<file path="src/rtl/uart_pkg.sv">
// Shared UART definitions: baud select codes, arbiter states and the
// clocks-per-bit divisor used by both the tx arbiter and the rx datapath.
package uart_pkg;

  localparam logic [3:0] BAUD_9600   = 4'd0;
  localparam logic [3:0] BAUD_110    = 4'd1;
  localparam logic [3:0] BAUD_300    = 4'd2;
  localparam logic [3:0] BAUD_600    = 4'd3;
  localparam logic [3:0] BAUD_1200   = 4'd4;
  localparam logic [3:0] BAUD_2400   = 4'd5;
  localparam logic [3:0] BAUD_4800   = 4'd6;
  localparam logic [3:0] BAUD_14400  = 4'd7;
  localparam logic [3:0] BAUD_19200  = 4'd8;
  localparam logic [3:0] BAUD_38400  = 4'd9;
  localparam logic [3:0] BAUD_57600  = 4'd10;
  localparam logic [3:0] BAUD_115200 = 4'd11;
  localparam logic [3:0] BAUD_128000 = 4'd12;
  localparam logic [3:0] BAUD_256000 = 4'd13;

  typedef enum logic [2:0] {
    IDLE,
    ISSUE,
    START,
    WAIT_ACK,
    WAIT_DONE,
    LOCKED
  } arb_state_t;

  // Each branch divides by a constant so that, with clk_freq a parameter,
  // the whole function folds to a small lookup table. Unused codes 14/15
  // fall back to 9600 baud.
  function automatic logic [15:0] hold_len_for(input logic [3:0] code,
                                               input int unsigned clk_freq);
    int unsigned q;
    case (code)
      BAUD_110:    q = clk_freq / 32'd110;
      BAUD_300:    q = clk_freq / 32'd300;
      BAUD_600:    q = clk_freq / 32'd600;
      BAUD_1200:   q = clk_freq / 32'd1200;
      BAUD_2400:   q = clk_freq / 32'd2400;
      BAUD_4800:   q = clk_freq / 32'd4800;
      BAUD_14400:  q = clk_freq / 32'd14400;
      BAUD_19200:  q = clk_freq / 32'd19200;
      BAUD_38400:  q = clk_freq / 32'd38400;
      BAUD_57600:  q = clk_freq / 32'd57600;
      BAUD_115200: q = clk_freq / 32'd115200;
      BAUD_128000: q = clk_freq / 32'd128000;
      BAUD_256000: q = clk_freq / 32'd256000;
      default:     q = clk_freq / 32'd9600;
    endcase
    if (q > 32'd65535) begin
      q = 32'd65535;
    end
    return q[15:0];
  endfunction

endpackage

</file>
<file path="src/rtl/uart_tx_arbiter_rr_pick.sv">
// Combinational round-robin picker: scans from ptr upward (wrapping) and
// returns the first active request as a one-hot vector and as an index.
module rr_pick #(
  parameter int N = 4,
  localparam int IW = $clog2(N)
) (
  input  logic [N-1:0]  req,
  input  logic [IW-1:0] ptr,
  output logic [N-1:0]  onehot,
  output logic [IW-1:0] idx,
  output logic          found
);

  int pos;

  // Walk the N candidate slots starting at ptr and keep only the first hit.
  always_comb begin
    onehot = '0;
    idx    = '0;
    found  = 1'b0;
    pos    = 0;
    for (int off = 0; off < N; off++) begin
      pos = int'(ptr) + off;
      if (pos >= N) begin
        pos = pos - N;
      end
      if (!found && req[pos]) begin
        found       = 1'b1;
        onehot[pos] = 1'b1;
        idx         = IW'(pos);
      end
    end
  end

endmodule

</file>
<file path="src/rtl/uart_tx_arbiter.sv">
// Round-robin arbiter sharing one UART transmitter among N_REQ byte
// streams. Grants are held across multi-byte packets and the baud hold
// length register lives here so it can only change while the line is idle.
module uart_tx_arbiter
  import uart_pkg::*;
#(
  parameter int          N_REQ        = 4,
  parameter int unsigned CLK_FREQ     = 1000000,
  parameter int unsigned LOCK_TIMEOUT = 255
) (
  input  logic               i_clk,
  input  logic               i_rst,
  input  logic [3:0]         i_sel_baud,
  input  logic               i_cfg_wr,
  input  logic [N_REQ-1:0]   i_req_valid,
  input  logic [8*N_REQ-1:0] i_req_data,
  input  logic [N_REQ-1:0]   i_req_last,
  output logic [N_REQ-1:0]   o_req_ready,
  output logic [N_REQ-1:0]   o_grant,
  output logic               o_tx_start,
  output logic [7:0]         o_tx_data,
  input  logic               i_tx_busy,
  output logic [15:0]        o_hold_len,
  output logic               o_busy,
  output logic               o_cfg_err
);

  localparam int IW = $clog2(N_REQ);
  localparam int SW = $clog2(LOCK_TIMEOUT + 1);
  localparam logic [SW-1:0] STALL_LAST = SW'(LOCK_TIMEOUT - 1);
  localparam logic [IW-1:0] LAST_IDX   = IW'(N_REQ - 1);

  arb_state_t       state;
  arb_state_t       next_state;
  logic [IW-1:0]    ptr;
  logic [IW-1:0]    owner;
  logic [N_REQ-1:0] grant;
  logic [7:0]       tx_data;
  logic             lock;
  logic [SW-1:0]    stall_cnt;
  logic [15:0]      hold_len;
  logic             cfg_err;

  logic [N_REQ-1:0] pick_onehot;
  logic [IW-1:0]    pick_idx;
  logic             pick_found;
  logic             owner_valid;
  logic [7:0]       owner_data;
  logic             owner_last;
  logic             release_grant;
  logic [IW-1:0]    next_ptr;

  rr_pick #(.N(N_REQ)) u_pick (
    .req    (i_req_valid),
    .ptr    (ptr),
    .onehot (pick_onehot),
    .idx    (pick_idx),
    .found  (pick_found)
  );

  assign next_ptr = (owner == LAST_IDX) ? '0 : owner + IW'(1);

  // Select the current owner's valid, byte and last flag via the one-hot grant.
  always_comb begin
    owner_valid = |(i_req_valid & grant);
    owner_data  = '0;
    owner_last  = 1'b0;
    for (int k = 0; k < N_REQ; k++) begin
      if (grant[k]) begin
        owner_data = i_req_data[8*k +: 8];
        owner_last = i_req_last[k];
      end
    end
  end

  // State register.
  always_ff @(posedge i_clk or posedge i_rst) begin
    if (i_rst) begin
      state <= IDLE;
    end else begin
      state <= next_state;
    end
  end

  // Next-state logic; also flags the cycles in which the grant is given up.
  always_comb begin
    next_state    = state;
    release_grant = 1'b0;
    case (state)
      IDLE:      if (pick_found) next_state = ISSUE;
      ISSUE:     next_state = START;
      START:     next_state = WAIT_ACK;
      WAIT_ACK:  if (i_tx_busy) next_state = WAIT_DONE;
      WAIT_DONE: begin
        if (!i_tx_busy) begin
          if (lock) begin
            next_state = LOCKED;
          end else begin
            next_state    = IDLE;
            release_grant = 1'b1;
          end
        end
      end
      LOCKED: begin
        if (owner_valid) begin
          next_state = ISSUE;
        end else if (stall_cnt == STALL_LAST) begin
          next_state    = IDLE;
          release_grant = 1'b1;
        end
      end
      default:   next_state = IDLE;
    endcase
  end

  // Moore outputs: ready only in ISSUE, start strobe only in START.
  always_comb begin
    o_req_ready = '0;
    o_tx_start  = 1'b0;
    o_busy      = (state != IDLE);
    if (state == ISSUE) begin
      o_req_ready = grant;
    end
    if (state == START) begin
      o_tx_start = 1'b1;
    end
  end

  // Grant, pointer, captured byte, lock/stall tracking and baud config.
  always_ff @(posedge i_clk or posedge i_rst) begin
    if (i_rst) begin
      ptr       <= '0;
      owner     <= '0;
      grant     <= '0;
      tx_data   <= '0;
      lock      <= 1'b0;
      stall_cnt <= '0;
      hold_len  <= hold_len_for(BAUD_9600, CLK_FREQ);
      cfg_err   <= 1'b0;
    end else begin
      cfg_err <= 1'b0;
      if (i_cfg_wr) begin
        if (state == IDLE && grant == '0) begin
          hold_len <= hold_len_for(i_sel_baud, CLK_FREQ);
        end else begin
          cfg_err <= 1'b1;
        end
      end

      case (state)
        IDLE: begin
          if (pick_found) begin
            grant <= pick_onehot;
            owner <= pick_idx;
          end
        end
        ISSUE: begin
          tx_data <= owner_data;
          lock    <= ~owner_last;
        end
        WAIT_DONE: begin
          if (!i_tx_busy && lock) begin
            stall_cnt <= '0;
          end
        end
        LOCKED: begin
          if (!owner_valid) begin
            stall_cnt <= stall_cnt + SW'(1);
          end
        end
        default: ;
      endcase

      if (release_grant) begin
        grant <= '0;
        ptr   <= next_ptr;
      end
    end
  end

  assign o_grant    = grant;
  assign o_tx_data  = tx_data;
  assign o_hold_len = hold_len;
  assign o_cfg_err  = cfg_err;

endmodule

</file>
<file path="config.mk">
export PLATFORM = sky130hd
export DESIGN_NAME = uart_tx_arbiter
export DESIGN_NICKNAME = d
export VERILOG_FILES = /design/src/rtl/uart_pkg.sv /design/src/rtl/uart_tx_arbiter_rr_pick.sv /design/src/rtl/uart_tx_arbiter.sv
export SDC_FILE = /design/constraint.sdc
export NUM_CORES = 1
export LEC_CHECK = 0
export ABC_AREA = 1
export CORE_MARGIN = 4
export CORE_UTILIZATION = 52
export DETAILED_ROUTE_END_ITERATION = 10
export PLACE_DENSITY = 0.83
export SLEW_MARGIN = 30
export SYNTH_ARGS = -nofsm -noshare
export SYNTH_HDL_FRONTEND = slang
export SYNTH_SLANG_ARGS = --single-unit
</file>
<file path="constraint.sdc">
create_clock -name i_clk -period 3 [get_ports i_clk]
set_clock_uncertainty 0.15 [all_clocks]
set_input_delay 0.9 -clock i_clk [delete_from_list [all_inputs] [get_ports i_clk]]
set_output_delay 0.9 -clock i_clk [all_outputs]
set_load 0.005 [all_outputs]
</file>
Word-level counts from Yosys, hierarchy flattened
Memory sizes are Yosys's and may differ from the RTL's.
Cells that the tools add are included.
- register bits: 45
- logic and storage cells: 145
- memory bits (read-only): 208
- memories: 1
- memories (memory ; words ; bits a word ; rd ports ; clocked after Yosys merged registers in ; wr ports ; RTL line ; RTL):
    (name not given) ; 16 ; 13 ; 1 ; 0 ; 0 ; uart_pkg.sv:35 ; case (code)
- bitwise operators: 5
- reduce and logical (&&, ||, !) cells: 25
- mux-type cells: 70
- add/subtract/negate cells: 9
- $lt $le $gt $ge: 13
- equal/unequal tests: 13
- operator list (cell ; number):
    $mux 32 ; 6
    $ge 32x1->1 const B ; 4
    $lt 32x4->1 const B ; 4
    $ge 32x4->1 const B ; 3
    $sub 32x4->32 const B ; 3
    $mux 8 ; 6
    $gt 32x16->1 const B ; 1
    $mux 4 ; 8
    $mux 1 ; 27
    $mux 3 ; 6
    $pmux 3 s6 ; 1
    $mux 16 ; 1
    $pmux 8 s2 ; 1
    $or 4x4->4 ; 3
    $mux 2 ; 5
    $ne 2x2->1 const B ; 5
    $logic_and 1x1->1 ; 9
    $add 8x1->8 const B ; 1
    $bmux 1 s2 ; 4
    $demux 1 s2 ; 4
    $eq 8x8->1 const B ; 1
    $add 2x2->3 const B ; 2
    $eq 3x2->1 const B ; 2
    $eq 3x3->1 const B ; 2
    19 further kinds ; 26

Depth between registers and ports, before layout
- depth after elaboration: 18
- depth in mapped cells: 12

Modules after synthesis
From an unflattened synthesis, not the netlist that was laid out.
- cells, all modules: 444
- area, all modules: 3116.7 um^2
- by module, submodules not included (module ; area an instance (um^2) ; seq. area each (um^2) ; cells an instance ; instances):
    uart_tx_arbiter ; 2638.8 ; 1054.8 ; 367 ; 1
    rr_pick ; 478.0 ; 0.0 ; 77 ; 1

Worst setup path before layout
No wires, ideal clock.
- kind: register to output
- from: register state[2]
- to: output o_req_ready[3]
- cell stages (with the launch flop): 4
- required time: 1950 ps
- path buffers: 0
- path slack: 896 ps
- data arrival time: 1054 ps
- cells stage by stage: dfrtp_1 -> nor3_4 -> nand2_1 -> inv_2
- word-level cells in the longest chain between the ends: 2
- ends and longest elaborated chain (item ; RTL line ; RTL):
    start: declaration ; uart_tx_arbiter.sv:33 ; arb_state_t state;
    start signal: assignment ; uart_tx_arbiter.sv:81 ; state <= next_state;
    $eq 3x1->1 ; uart_tx_arbiter.sv:121 ; if (state == ISSUE) begin
    $mux 4 ; uart_tx_arbiter.sv:121 ;
    end: declaration ; uart_tx_arbiter.sv:18 ; output logic [N_REQ-1:0] o_req_ready,
No other way between the ends.

Final worst setup path
- from: register state[0]
- to: output o_req_ready[1]
Same word-level chain as after synthesis.

==> results.py <==
metrics = {
    "status": {
        "outcome": "finished, final reports clean",
    },
    "floorplanning": {
        "num_rows": 26,
        "start_util_pct": 55.0,
        "coreArea_um2": 5240,
        "die-area_um2": 6800,
        "die_w_um": 82.5,
        "ioPinCount": 83,
        "die_y_um": 82.5,
    },
    "cts": {
        "path_clk_slew_ns": 0.08,
        "htree_num_levels": 2,
        "numCtsBuffers": 5,
        "cts_tree": "built",
        "clock_latency_ns": 0.29,
        "clkSinkCount": 42,
        "cts_root_buffer": "clkbuf_8",
        "clk_path_buf_depth": 2,
    },
    "synthesis": {
        "netlist_area_um2": 2880,
        "synth-xor-area-share_pct": 0.608,
        "synth-seq-cells": 42,
        "synth_top_area_share_pct": 33.9,
        "yosys.area_share.simple_pct": 36.4,
        "ys_seq_area_share_pct": 36.6,
        "synth.most_common_cell": "nand2_1",
        "synth_enable_flop_cells": 0,
        "synth_top_area_cell": "dfrtp_1",
        "ys_warn_count": 0,
        "ys_async_sr_fraction_pct": 100,
        "synth.mux.area_fraction_pct": 0,
        "synth_flop_cell": "dfrtp_1",
        "synth_compound_area_share_pct": 14.2,
        "synthTopCellsByArea": "dfrtp_1, nand2_1, nand3_1",
        "netlist_instances": 396,
        "yosys.area_share.adder_pct": 4.77,
        "ys_top_cells_by_count": "nand2_1, nand3_1, dfrtp_1",
        "synth_top_family_by_area": "simple AND/OR/NAND/NOR gates",
        "synth_cell_types": 39,
        "syn_avg_cell_area_um2": 7.28,
    },
    "timing": {
        "min_period_ns": 2.87,
        "tightest_slew_ns": 0.520,
        "setup_viol": 0,
        "max-slew-margin-rel_pct": 65.4,
        "rsz0062_at_grt": "false",
        "finalHoldViolCount": 0,
        "whs_ns": 0.325,
        "fin_tns_setup_ns": 0,
        "slew_viol_final": 0,
        "min_period_over_period_pct": 95.8,
        "max_freq_ghz": 0.348,
    },
    "grt": {
        "grt_overflow": 0,
        "track_usage_pct": 24.0,
        "first_global_vias": 2770,
        "antenna_found_initial": 0,
        "grt_max_degree": 43,
        "grt_pass1_wl_um": 12600,
    },
    "route": {
        "vias": 2914,
        "drc": 0,
        "vias_per_cell": 5.23,
        "first_pass_iters": 4,
        "ant_nets": 0,
        "drtIter0Drc": 95,
        "wl_um": 7870,
        "wl_per_cell_um": 14.1,
    },
    "pwr": {
        "combPwrFrac_pct": 60.5,
        "power_w": 0.00351,
        "power_density_nw_per_um2": 900,
        "max-vdd-ir-drop_uv": 428,
        "p_leak_nw": 1.82,
        "p_clk_share_pct": 10.3,
        "p_int_w": 0.00190,
        "seqPwrFrac_pct": 29.2,
        "p_sw_w": 0.00160,
        "p_sw_share_pct": 45.7,
    },
    "setup_path": {
        "cp_common_cell": "inv_2",
        "crit_path_max_fanout": 8,
        "cp.required_ns": 1.95,
        "critPathBufInv": 3,
        "arrival_ns": 1.82,
        "r2r-end": "o_grant[3]$_DFFE_PP0P_",
        "path_cells": "inv_2 -> nor3_4 -> inv_2 -> nor2_1 -> clkdlybuf4s50_1",
        "slowest_stage": "clkdlybuf4s50_1",
        "endpoint": "o_req_ready[1]",
        "slowest_delay_ns": 0.52,
        "startpoint_type": "flop",
        "critPathTopFamily": "buffers and inverters",
        "timing.rr.start": "ptr[0]$_DFFE_PP0N_",
        "r2r_slack_ns": 0.80,
        "rr_worst_depth": 10,
        "crit_path_start": "state[0]$_DFFE_PP0P_",
        "cp_num_cells": 5,
        "crit_path_end_kind": "output port",
        "worstSetupPathType": "reg -> out",
    },
    "placed_design": {
        "placedCellCount": 543,
        "numPortBuffers": 79,
        "dp_hpwl_um": 6090,
        "gp_congestion": 0.897,
    },
    "finish": {
        "fillers": 413,
        "diodes": 0,
        "fin_nets": 545,
        "synthToLayoutAreaGrowth_pct": 35.2,
        "drive_gt1_share_pct": 11.9,
        "fin_cells": 557,
    },
    "min_path": {
        "hold_path_class": "reg -> reg",
    },
    "flow_run": {
        "drv_cap": 0,
    },
}
-- final cells by class --
class	instances	area [µm²]	area share (%)
timing repair buffer	92	888	22.8
clock buffer	7	76.3	1.96
tap	70	87.6	2.25
multi-input combinational	304	1630	41.7
sequential	42	1050	27.1
clock inverter	1	7.51	0.193
inverter	41	156	4.01
-- worst min path at each step --
stage	start	endpoint	slack, ns	cells past startpoint
floorplan	owner[1]$_DFFE_PP0P_	owner[1]$_DFFE_PP0P_	0.30	2
CTS	o_hold_len[3]$_DFFE_PP1P_	o_hold_len[3]$_DFFE_PP1P_	0.33	2
finish	o_hold_len[3]$_DFFE_PP1P_	o_hold_len[3]$_DFFE_PP1P_	0.32	2
detailed placement	o_hold_len[3]$_DFFE_PP1P_	o_hold_len[3]$_DFFE_PP1P_	0.32	2
global placement	o_hold_len[5]$_DFFE_PP1P_	o_hold_len[5]$_DFFE_PP1P_	0.32	2
global route	o_hold_len[3]$_DFFE_PP1P_	o_hold_len[3]$_DFFE_PP1P_	0.34	2
-- per-stage QoR --
| stage | util (%) | instance area [µm²] | setup WS (ns) |
|---|---|---|---|
| after global routing | 74.4 | 3900 | 0.0173 |
| after CTS | 73.7 | 3860 | 0.00474 |
| after detailed placement | 71.9 | 3770 | 0.188 |
| final | 74.4 | 3900 | 0.126 |
| after floorplan | - | 2890 | 0.896 |
| after global placement | 71.9 | 3770 | 0.283 |
-- sequential cells by signal (all words and copies together) (netlist names) --
signal	flops
o_tx_data	8
o_hold_len	13
lock	1
stall_cnt	8
state	3
o_cfg_err	1
o_grant	4
ptr	2
owner	2
-- power groups by stage --
stage	clock network (W)	logic [W]	registers (W)
detailed placement	0	0.00205	0.00103
global route	0.000392	0.00236	0.00106
CTS	0.000371	0.00207	0.00102
global placement	0	0.00199	0.00103
finish	0.000360	0.00212	0.00103
floorplan	0	0.00130	0.00102
-- cells by family after synthesis --
| group | count (synthesis) |
|---|---|
| buffers and inverters | 52 |
| XOR/XNOR | 2 |
| flip-flops | 42 |
| AND/OR/NAND/NOR | 216 |
| AO/OA/AOI/OAI | 72 |
| other | 1 |
| adder cells (fa/ha/maj) | 11 |
-- tightest hold or removal path: stages (launching register included) --
cell     delay, ns
dfstp_2       0.37
nand2_1       0.05
o21ai_1       0.05
-- metal layers --
metal	vias up	global-route usage, %	wire length [µm]
li1	1496	-	-
met1	1330	29.5	3270
met2	72	42.4	4010
met3	16	4.34	438
met4	0	7.48	146
met5	-	0	0
-- cell usage in the layout (no fill, tap or decap), drive strengths merged, types with 2 or more instances in the layout --
| cell type | instances |
|---|---|
| nor2 | 29 |
| nand3b | 2 |
| nand2 | 124 |
| dfstp | 3 |
| o22ai | 4 |
| buf | 13 |
| nand3 | 44 |
| clkdlybuf4s50 | 79 |
| conb | 3 |
| a21oi | 20 |
| dfrtp | 39 |
| nand4 | 8 |
| ha | 11 |
| or2 | 2 |
| xor2 | 2 |
| nor3 | 5 |
| o211ai | 5 |
| o21ai | 31 |
| o31ai | 2 |
| a21boi | 4 |
| a31oi | 6 |
| inv | 41 |
| clkbuf | 7 |
-- repair_timing --
item / 4_1_cts / 5_1_grt
setup endpoints to repair: 4 / 4
gates resized for setup: 0 / 1
hold buffers: 0 / 0
buffers inserted: 1 / 5
pin swaps: 1 / 2
No activity file was read; power rests on OpenSTA's default activity.
